[src/rtl/fifo_param.sv]
// ============================================================================
// Module   : fifo_param
// Brief    : Parametrised single-clock FIFO. It has an occupancy count, BIG and
//            SMALL threshold flags and a registered read port (1-cycle latency).
//            Define FIFO_ERR_EN to build the sticky OVERFLOW/UNDERFLOW flags.
// Revision : 1.0 - initial release
// ============================================================================
`default_nettype none

module fifo_param #(
    parameter int WIDTH    = 8,
    parameter int DEPTH    = 8,
    parameter int AF_LEVEL = 6,
    parameter int AE_LEVEL = 1
) (
    input  logic                       CLK,
    input  logic                       RESET,
    input  logic [WIDTH-1:0]           DATA_IN,
    input  logic                       WRITE,
    input  logic                       READ,
    output logic [WIDTH-1:0]           DATA_OUT,
    output logic                       Valid,
    output logic                       FULL,
    output logic                       EMPTY,
    output logic                       BIG,
    output logic                       SMALL,
    output logic [$clog2(DEPTH+1)-1:0] COUNT,
    output logic                       OVERFLOW,
    output logic                       UNDERFLOW
);

    localparam int c_CW = $clog2(DEPTH + 1);
    localparam int c_PW = $clog2(DEPTH);

    localparam logic [c_CW-1:0] c_DEPTH_CNT = c_CW'(DEPTH);
    localparam logic [c_CW-1:0] c_AF_CNT    = c_CW'(AF_LEVEL);
    localparam logic [c_CW-1:0] c_AE_CNT    = c_CW'(AE_LEVEL);
    localparam logic [c_PW-1:0] c_PTR_LAST  = c_PW'(DEPTH - 1);

    logic [WIDTH-1:0] r_mem [DEPTH];
    logic [c_PW-1:0]  r_wr_ptr;
    logic [c_PW-1:0]  r_rd_ptr;
    logic [c_CW-1:0]  r_count;
    logic [WIDTH-1:0] r_data_out;
    logic             r_valid;

    logic             w_full;
    logic             w_empty;
    logic             w_wr_ok;
    logic             w_rd_ok;

    // Explicit wrap keeps non-power-of-two depths correct.
    function automatic logic [c_PW-1:0] f_ptr_next(input logic [c_PW-1:0] i_ptr);
        return (i_ptr == c_PTR_LAST) ? '0 : i_ptr + 1'b1;
    endfunction

    assign w_full  = (r_count == c_DEPTH_CNT);
    assign w_empty = (r_count == '0);

    // A write when full is accepted only if a read frees a slot on the same
    // edge. A read when empty never bypasses a simultaneous write.
    assign w_wr_ok = WRITE && (!w_full || READ);
    assign w_rd_ok = READ && !w_empty;

    always_ff @(posedge CLK) begin
        if (w_wr_ok && !RESET) begin
            r_mem[r_wr_ptr] <= DATA_IN;
        end
    end

    always_ff @(posedge CLK) begin
        if (RESET) begin
            r_wr_ptr <= '0;
            r_rd_ptr <= '0;
        end else begin
            if (w_wr_ok) begin
                r_wr_ptr <= f_ptr_next(r_wr_ptr);
            end
            if (w_rd_ok) begin
                r_rd_ptr <= f_ptr_next(r_rd_ptr);
            end
        end
    end

    always_ff @(posedge CLK) begin
        if (RESET) begin
            r_count <= '0;
        end else begin
            case ({w_wr_ok, w_rd_ok})
                2'b10:   r_count <= r_count + 1'b1;
                2'b01:   r_count <= r_count - 1'b1;
                default: r_count <= r_count;
            endcase
        end
    end

    always_ff @(posedge CLK) begin
        if (RESET) begin
            r_data_out <= '0;
            r_valid    <= 1'b0;
        end else begin
            r_valid <= w_rd_ok;
            if (w_rd_ok) begin
                r_data_out <= r_mem[r_rd_ptr];
            end
        end
    end

`ifdef FIFO_ERR_EN
    logic r_overflow;
    logic r_underflow;

    always_ff @(posedge CLK) begin
        if (RESET) begin
            r_overflow  <= 1'b0;
            r_underflow <= 1'b0;
        end else begin
            if (WRITE && w_full && !READ) begin
                r_overflow <= 1'b1;
            end
            if (READ && w_empty) begin
                r_underflow <= 1'b1;
            end
        end
    end

    assign OVERFLOW  = r_overflow;
    assign UNDERFLOW = r_underflow;
`else
    assign OVERFLOW  = 1'b0;
    assign UNDERFLOW = 1'b0;
`endif

    assign DATA_OUT = r_data_out;
    assign Valid    = r_valid;
    assign COUNT    = r_count;
    assign FULL     = w_full;
    assign EMPTY    = w_empty;
    assign BIG      = (r_count >= c_AF_CNT);
    assign SMALL    = (r_count <= c_AE_CNT);

endmodule

`default_nettype wire
[config.mk]
export PLATFORM = sky130hd
export DESIGN_NAME = fifo_param
export DESIGN_NICKNAME = d
export VERILOG_FILES = /design/src/rtl/fifo_param.sv
export SDC_FILE = /design/constraint.sdc
export NUM_CORES = 1
export LEC_CHECK = 0
export ABC_CLOCK_PERIOD_IN_PS = 2800
export CAP_MARGIN = 5
export CORE_ASPECT_RATIO = 1.1
export CORE_MARGIN = 2
export CORE_UTILIZATION = 45
export CTS_CLUSTER_DIAMETER = 120
export DETAILED_ROUTE_END_ITERATION = 16
export GPL_TIMING_DRIVEN = 0
export SLEW_MARGIN = 20
export SYNTH_ARGS = -nofsm -noshare
export SYNTH_HDL_FRONTEND = slang
export SYNTH_SLANG_ARGS = --single-unit
[constraint.sdc]
create_clock -name CLK -period 2.8 [get_ports CLK]
set_clock_uncertainty 0.1 [all_clocks]
set_input_delay 0.56 -clock CLK [delete_from_list [all_inputs] [get_ports CLK]]
set_output_delay 0.56 -clock CLK [all_outputs]
set_load 0.005 [all_outputs]
==> impl_results.md, run 1 <==
* Final Hold Vio Count at 0
* CP Buf/Inv Count at 1
* CTS sink count at 83
* CTS resizes at 0
* Max cap viols at 0
* Tightest Pin Transition at 0.9316 ns
* Ant. Diodes at 0
* Worst Path Required at 2.67 ns
* Commonest non-fill, non-tap cell in the layout: edfxtp_1
* Seq cells post-synth at 83
* TritonCTS clock tree: yes
* FF-to-FF End: r_mem[7][4]
* Die footprint at 8226 um2
* CP max stage delay at 0.72 ns
* Hold path endpoint: DATA_OUT[6]
* Via density per instance at 5.237
* Startpoint types: register
* DRT iter0 DRCs at 58
* Power Dens Cells at 794.4 nW/um2
* Post-synthesis sequential area ratio at 68.07%
* Hold buffer count at CTS at 0
* Part of the power in the clock network at 28.8%
* Post-layout util at 53.99%
* Final setup fails at 0
* Net Switching at 850.5 uW
* Comb power frac at 24.8%
* Leading area contributor after synthesis: edfxtp_1
* Mean Syn Cell Area at 15.23 um2
* ANT nets after route at 0
* CP max-delay cell: nor2_1
* Worst-skew pair later-pin latency at 0.35 ns
* Total gr overflow at 0
* P_int at 2.319 mW
* DR WL met2 at 3146 um
* Die Wd at 86.66 um
* R2R cell count at 6
* Uppermost layer routed: met4
* Count of pins over their slew limit at 0
* Initial core utilization at 45.76%
* Placed cell count at 338
* HP Start: DATA_OUT[6]
* Number of global-route vias before repair at 1,839
* Die span in y at 94.93 um
* Top delay family on crit path: simple AND/OR/NAND/NOR gates
* Unrepaired setup endpoints after global routing: no
* # nets final at 283
* Clock root cell: clkbuf_8
* Setup CP Type: reg2reg
* First-pass GRT wire length at 9680 um
* DRC viols at 0
* Reg2Reg Launch Point: COUNT[0]
* Max H-tree Level at 3
* Post-synth EDFFs at 64
* Layout cells sized above 1 at 12.36%
* CP Cell Sequence: inv_1 -> ha_1 -> nand3b_1 -> o21ai_2 -> or3b_4 -> nor2_1
* Post-CTS setup buffers at 0
* Mapped Area at 3382 um2
* Peak VDD IR at 0.0004304 V
* Port bufs at 28
* Reg power frac at 46.4%
* Post-synth ARST share at 0%
* Cells after synthesis at 222
* Critical path depth at 6
* WL/cell at 18.07 um
* Core area at 7391 um2
* CTS max path bufs at 2
* Met3 Routed Length at 198 um
* Worst hold path depth at 1
* Syn-to-layout area delta at 17.98%
* Setup_tns at 0 ns
* Cell row count at 33
* R2r setup slk at 0.20 ns
* Slew margin rel. at 37.66%
* HPWL Detailed at 4032 um
* Largest net degree at the start of global routing at 15
* Crit. End Element: register
* Initial antenna violation count at 0
* Boundary Pins at 31
* Sw Share at 26.83%
* Drt total wl at 6398 um
* Synth unique cells at 34
* Min Tclk post-route at 2.596 ns
* Static Leak at 1.347 nW
* Crit share post-route at 92.71%
* DR vias at 1,854
* Clock slew at reported path FFs at 0.08 ns
* Yosys top cell area share at 56.83%
* CTS buffer count at 9
* Tot GR Track Use at 16.90%
* Final GP Congestion at 0.7151
* Most frequent cells in the layout: 64 x edfxtp_1, 35 x mux2i_1, 28 x clkdlybuf4s50_1
* M1 wire length at 2903 um
* Synth area leaders: edfxtp_1 57%, dfxtp_1 11%, mux2i_1 10%
* Final Instance Count excl. Fillers at 354
* Worst Hold Class: reg2reg
* Pre-antenna DRT Iters at 4
* Status: completed
* Data arrival, critical path at 2.47 ns
* Fmax at 0.3852 GHz
* Synth warn at 0
* CP Max Fanout at 8
* Most common flop cell mapped by yosys: edfxtp_1
==> through the flow <==
stage / power [mW] / setup slack [ns] / cell area [um2] / hold WS (ns)
6_report: 3.170 / 0.2041 / 3990 / 0.3672
5_1_grt: 3.316 / 0.06010 / 3990 / 0.3911
4_1_cts: 3.192 / 0.06370 / 3985 / 0.3740
3_5_place_dp: 2.298 / -0.08685 / 3775 / 0.3570
3_3_place_gp: 2.289 / -0.08630 / 3775 / 0.3528
2_1_floorplan: 1.973 / 0.3085 / 3386 / 0.3657
==> metal layers <==
metal / vias to the layer above / global-route usage, %
met3: 11 / 3.584
met5: - / 0
met4: 0 / 8.854
met1: 888 / 20.97
met2: 32 / 27.76
li1: 923 / -
==> power groups by stage <==
stage          Combinational, mW  Sequential (mW)  Clock [mW]
2_1_floorplan              0.480             1.49           0
3_3_place_gp               0.790             1.50           0
3_5_place_dp               0.798             1.50           0
4_1_cts                    0.800             1.47       0.922
5_1_grt                    0.861             1.48       0.971
6_report                   0.786             1.47       0.912
==> registers in the layout, summed over array words and instances (netlist names) <==
name / flops
Valid: 1
DATA_OUT: 8
r_mem: 64
r_wr_ptr: 3
r_rd_ptr: 3
COUNT: 4
==> worst register-to-register path: cells and delay by family, from the launching register on <==
kind	cells	cell delay, ns
flops	1	0.39
compound gates	1	0.13
buf+inv	1	0.08
simple gates	3	1.28
fa+ha+maj	1	0.24
==> final cells by class <==
class / count / area, um2
multi-input cells: 125 / 1011
clock inverters: 5 / 78.83
fillers: 622 / 3401
well taps: 87 / 108.9
inverters: 4 / 15.01
clock buffers: 11 / 131.4
flip-flops and latches: 83 / 2305
plain buffers: 11 / 60.06
repair buffers: 28 / 280.3
==> worst max-delay path by stage <==
stage / start / to / slack (ns)
after floorplan: COUNT[0] / COUNT[3] / 0.31
after global placement: RESET / r_mem[1][7] / -0.09
after detailed placement: RESET / r_mem[3][2] / -0.09
after CTS: COUNT[0] / r_mem[7][4] / 0.06
after global routing: COUNT[1] / r_mem[2][6] / 0.06
final: COUNT[0] / r_mem[7][4] / 0.20
==> synth_stat cells, types with 2 or more instances <==
| cell | n |
|---|---|
| a21oi_1 | 5 |
| a22oi_1 | 16 |
| a32o_1 | 8 |
| buf_1 | 2 |
| buf_2 | 3 |
| buf_4 | 4 |
| clkbuf_1 | 2 |
| dfxtp_1 | 19 |
| edfxtp_1 | 64 |
| ha_1 | 9 |
| inv_1 | 3 |
| mux2i_1 | 35 |
| nand2_1 | 6 |
| nand2b_1 | 4 |
| nand3b_1 | 2 |
| nor2_1 | 13 |
| nor2_4 | 2 |
| nor2b_1 | 3 |
| nor3_2 | 2 |
| o21ai_0 | 2 |
| or3_1 | 4 |
| xor2_1 | 2 |
==> cells by family (layout without fill, tap and decap cells) <==
kind of cell    count (synthesis)  after routing  share of synthesized area [%]
mux                            35             35                          10.36
other cells                     1              2                         0.1109
flops                          83             83                          68.07
simple gates                   42             42                          7.436
xor+xnor                        3              3                         0.7771
compound gates                 34             34                          7.695
fa+ha+maj                       9              9                          3.330
buf+inv                        15             59                          2.220
No activity file was read; power rests on OpenSTA's default activity.
==> run 2, diff against run 1 <==
- CORE_MARGIN: 2 -> 4
- PLACE_DENSITY: default -> 0.72
==> run 2 against run 1 <==
Effect of this change:
- hold slack improved by 0.0026 ns
- critical endpoint is now r_mem[5][5]
- power up 4.4%
- routed wire length is 0.69% lower
- final area up 0.85%
- utilization increased by 2.2 points
- sequential share of layout area is 0.48 points lower
- maximum frequency is 0.19% higher
- sequential power about the same
- non-clock buffer count stayed put
- clock-buffer cell count unchanged
- combinational power rose by 0.5%
==> impl_results.md, run 2 (synthesis gave the netlist of run 1 again) <==
* Comb power frac at 23.9%
* Syn-to-layout area delta at 18.98%
* Final Instance Count excl. Fillers at 352
* CP max-delay cell: nor2_1
* Most frequent cells in the layout: 64 x edfxtp_1, 35 x mux2i_1, 28 x clkdlybuf4s50_1
* Crit share post-route at 92.53%
* Status: completed
* Fmax at 0.3860 GHz
* Startpoint types: register
* Clock root cell: clkbuf_8
* CTS buffer count at 9
* Cell row count at 32
* First-pass GRT wire length at 9936 um
* Via density per instance at 5.429
* Post-route cell area at 4024 um2
* CTS max path bufs at 2
* ANT nets after route at 0
* Boundary Pins at 31
* Worst Hold Class: reg2reg
* HPWL Detailed at 4029 um
* Net Switching at 867.5 uW
* Die Wd at 90.66 um
* DRT iter0 DRCs at 103
* Tot GR Track Use at 14.98%
* Crit. End Element: register
* Worst-skew pair later-pin latency at 0.35 ns
* CP max stage delay at 0.70 ns
* Port bufs at 28
* Slew margin rel. at 41.24%
* Commonest non-fill, non-tap cell in the layout: edfxtp_1
* Final Hold Vio Count at 0
* Total power at 3.308 mW
* WL/cell at 18.05 um
* Ant. Diodes at 0
* CP Max Fanout at 8
* Peak VDD IR at 0.0003451 V
* Max reg flops at 64
* CTS sink count at 83
* DRC viols at 0
* Core area at 7167 um2
* Reg power frac at 44.6%
* Pre-antenna DRT Iters at 4
* Largest net degree at the start of global routing at 15
* Data arrival, critical path at 2.47 ns
* Multi-input gate area at 1008 um2
* # nets final at 283
* Count of pins over their slew limit at 0
* TritonCTS clock tree: yes
* Final setup fails at 0
* Fillers at 562
* Worst Path Required at 2.68 ns
* Max H-tree Level at 3
* DR vias at 1,911
* Placed Area at 3772 um2
* Min Tclk post-route at 2.591 ns
* CP Cell Sequence: inv_1 -> ha_1 -> nand3b_1 -> o21ai_2 -> or3b_4 -> nor2_1
* Max cap viols at 0
* Sw Share at 26.23%
* Layout cells sized above 1 at 12.36%
* P_int at 2.440 mW
* Final GP Congestion at 0.7357
* Part of the power in the clock network at 31.5%
* Dpl ws at -0.02216 ns
* Die footprint at 8968 um2
* Initial core utilization at 47.19%
* R2r setup slk at 0.21 ns
* Tightest Pin Transition at 0.8781 ns
* Initial antenna violation count at 0
* Unrepaired setup endpoints after global routing: no
* Seq. cell area at 2305 um2
* Die span in y at 98.93 um
* Drt total wl at 6354 um
* Setup CP Type: reg2reg
* Number of global-route vias before repair at 1,917
* Total gr overflow at 0
* Static Leak at 1.364 nW
* Setup ws final at 0.2090 ns
* WHS at 0.3698 ns
* Clock slew at reported path FFs at 0.08 ns
* Placed cell count at 336
* Power Dens Cells at 822.0 nW/um2
* Reg with most FFs: r_mem
==> run 2: changes by cell type in the layout (fill, tap and decap cells not counted), sizes merged <==
| cell | delta |
|---|---|
| bufinv | +1 |
| inv | +1 |
| clkinv | -2 |
==> run 2: layout make-up <==
class	instances	share of cell area [%]
inverters	4	0.3731
clock buffers	11	3.514
well taps	85	2.643
flip-flops and latches	83	57.28
plain buffers	11	1.493
clock inverters	5	2.674
repair buffers	28	6.965
multi-input cells	125	25.06
==> run 2: power by group through the flow <==
stage / combinational, mW / clock, mW / sequential (mW)
finish: 0.790 / 1.04 / 1.48
global route: 0.862 / 1.11 / 1.49
floorplan: 0.480 / 0 / 1.49
CTS: 0.801 / 1.06 / 1.47
detailed placement: 0.796 / 0 / 1.50
global placement: 0.784 / 0 / 1.50
==> run 2: critical path, delay by kind of cell, from the launching register on <==
family | cells | cell delay (ns)
AO/OA/AOI/OAI | 1 | 0.13
buffers and inverters | 1 | 0.08
AND/OR/NAND/NOR | 3 | 1.26
adder cells (fa/ha/maj) | 1 | 0.24
flip-flops | 1 | 0.41
==> run 2: stage by stage <==
stage | setup TNS, ns | utilization (%)
2_1_floorplan | 0 | -
3_3_place_gp | 0 | 52.64
3_5_place_dp | -0.4643 | 52.64
4_1_cts | 0 | 56.11
5_1_grt | 0 | 56.15
6_report | 0 | 56.15
==> run 2: routing by layer <==
metal	wire length [um]	share of wire (%)	GRT usage (%)
met1	2646	42	17.63
met3	306	4.8	3.817
met5	0	0	0
met4	123	1.9	7.185
met2	3277	52	25.61
==> run 2: worst paths after layout <==
kind | from | endpoint | depth (start not counted)
worst min-delay path | DATA_OUT[3] | DATA_OUT[3] | 1
worst max register to register | COUNT[0] | r_mem[5][5] | 6
worst min register to register | DATA_OUT[3] | DATA_OUT[3] | 1
worst max-delay path | COUNT[0] | r_mem[5][5] | 6
==> run 2: what timing repair did <==
item / 4_1_cts / 5_1_grt
endpoints found under the setup margin: 0 / 49
setup buffers: 0 / 0
hold buffers: 0 / 0
gates resized for setup: 0 / 2
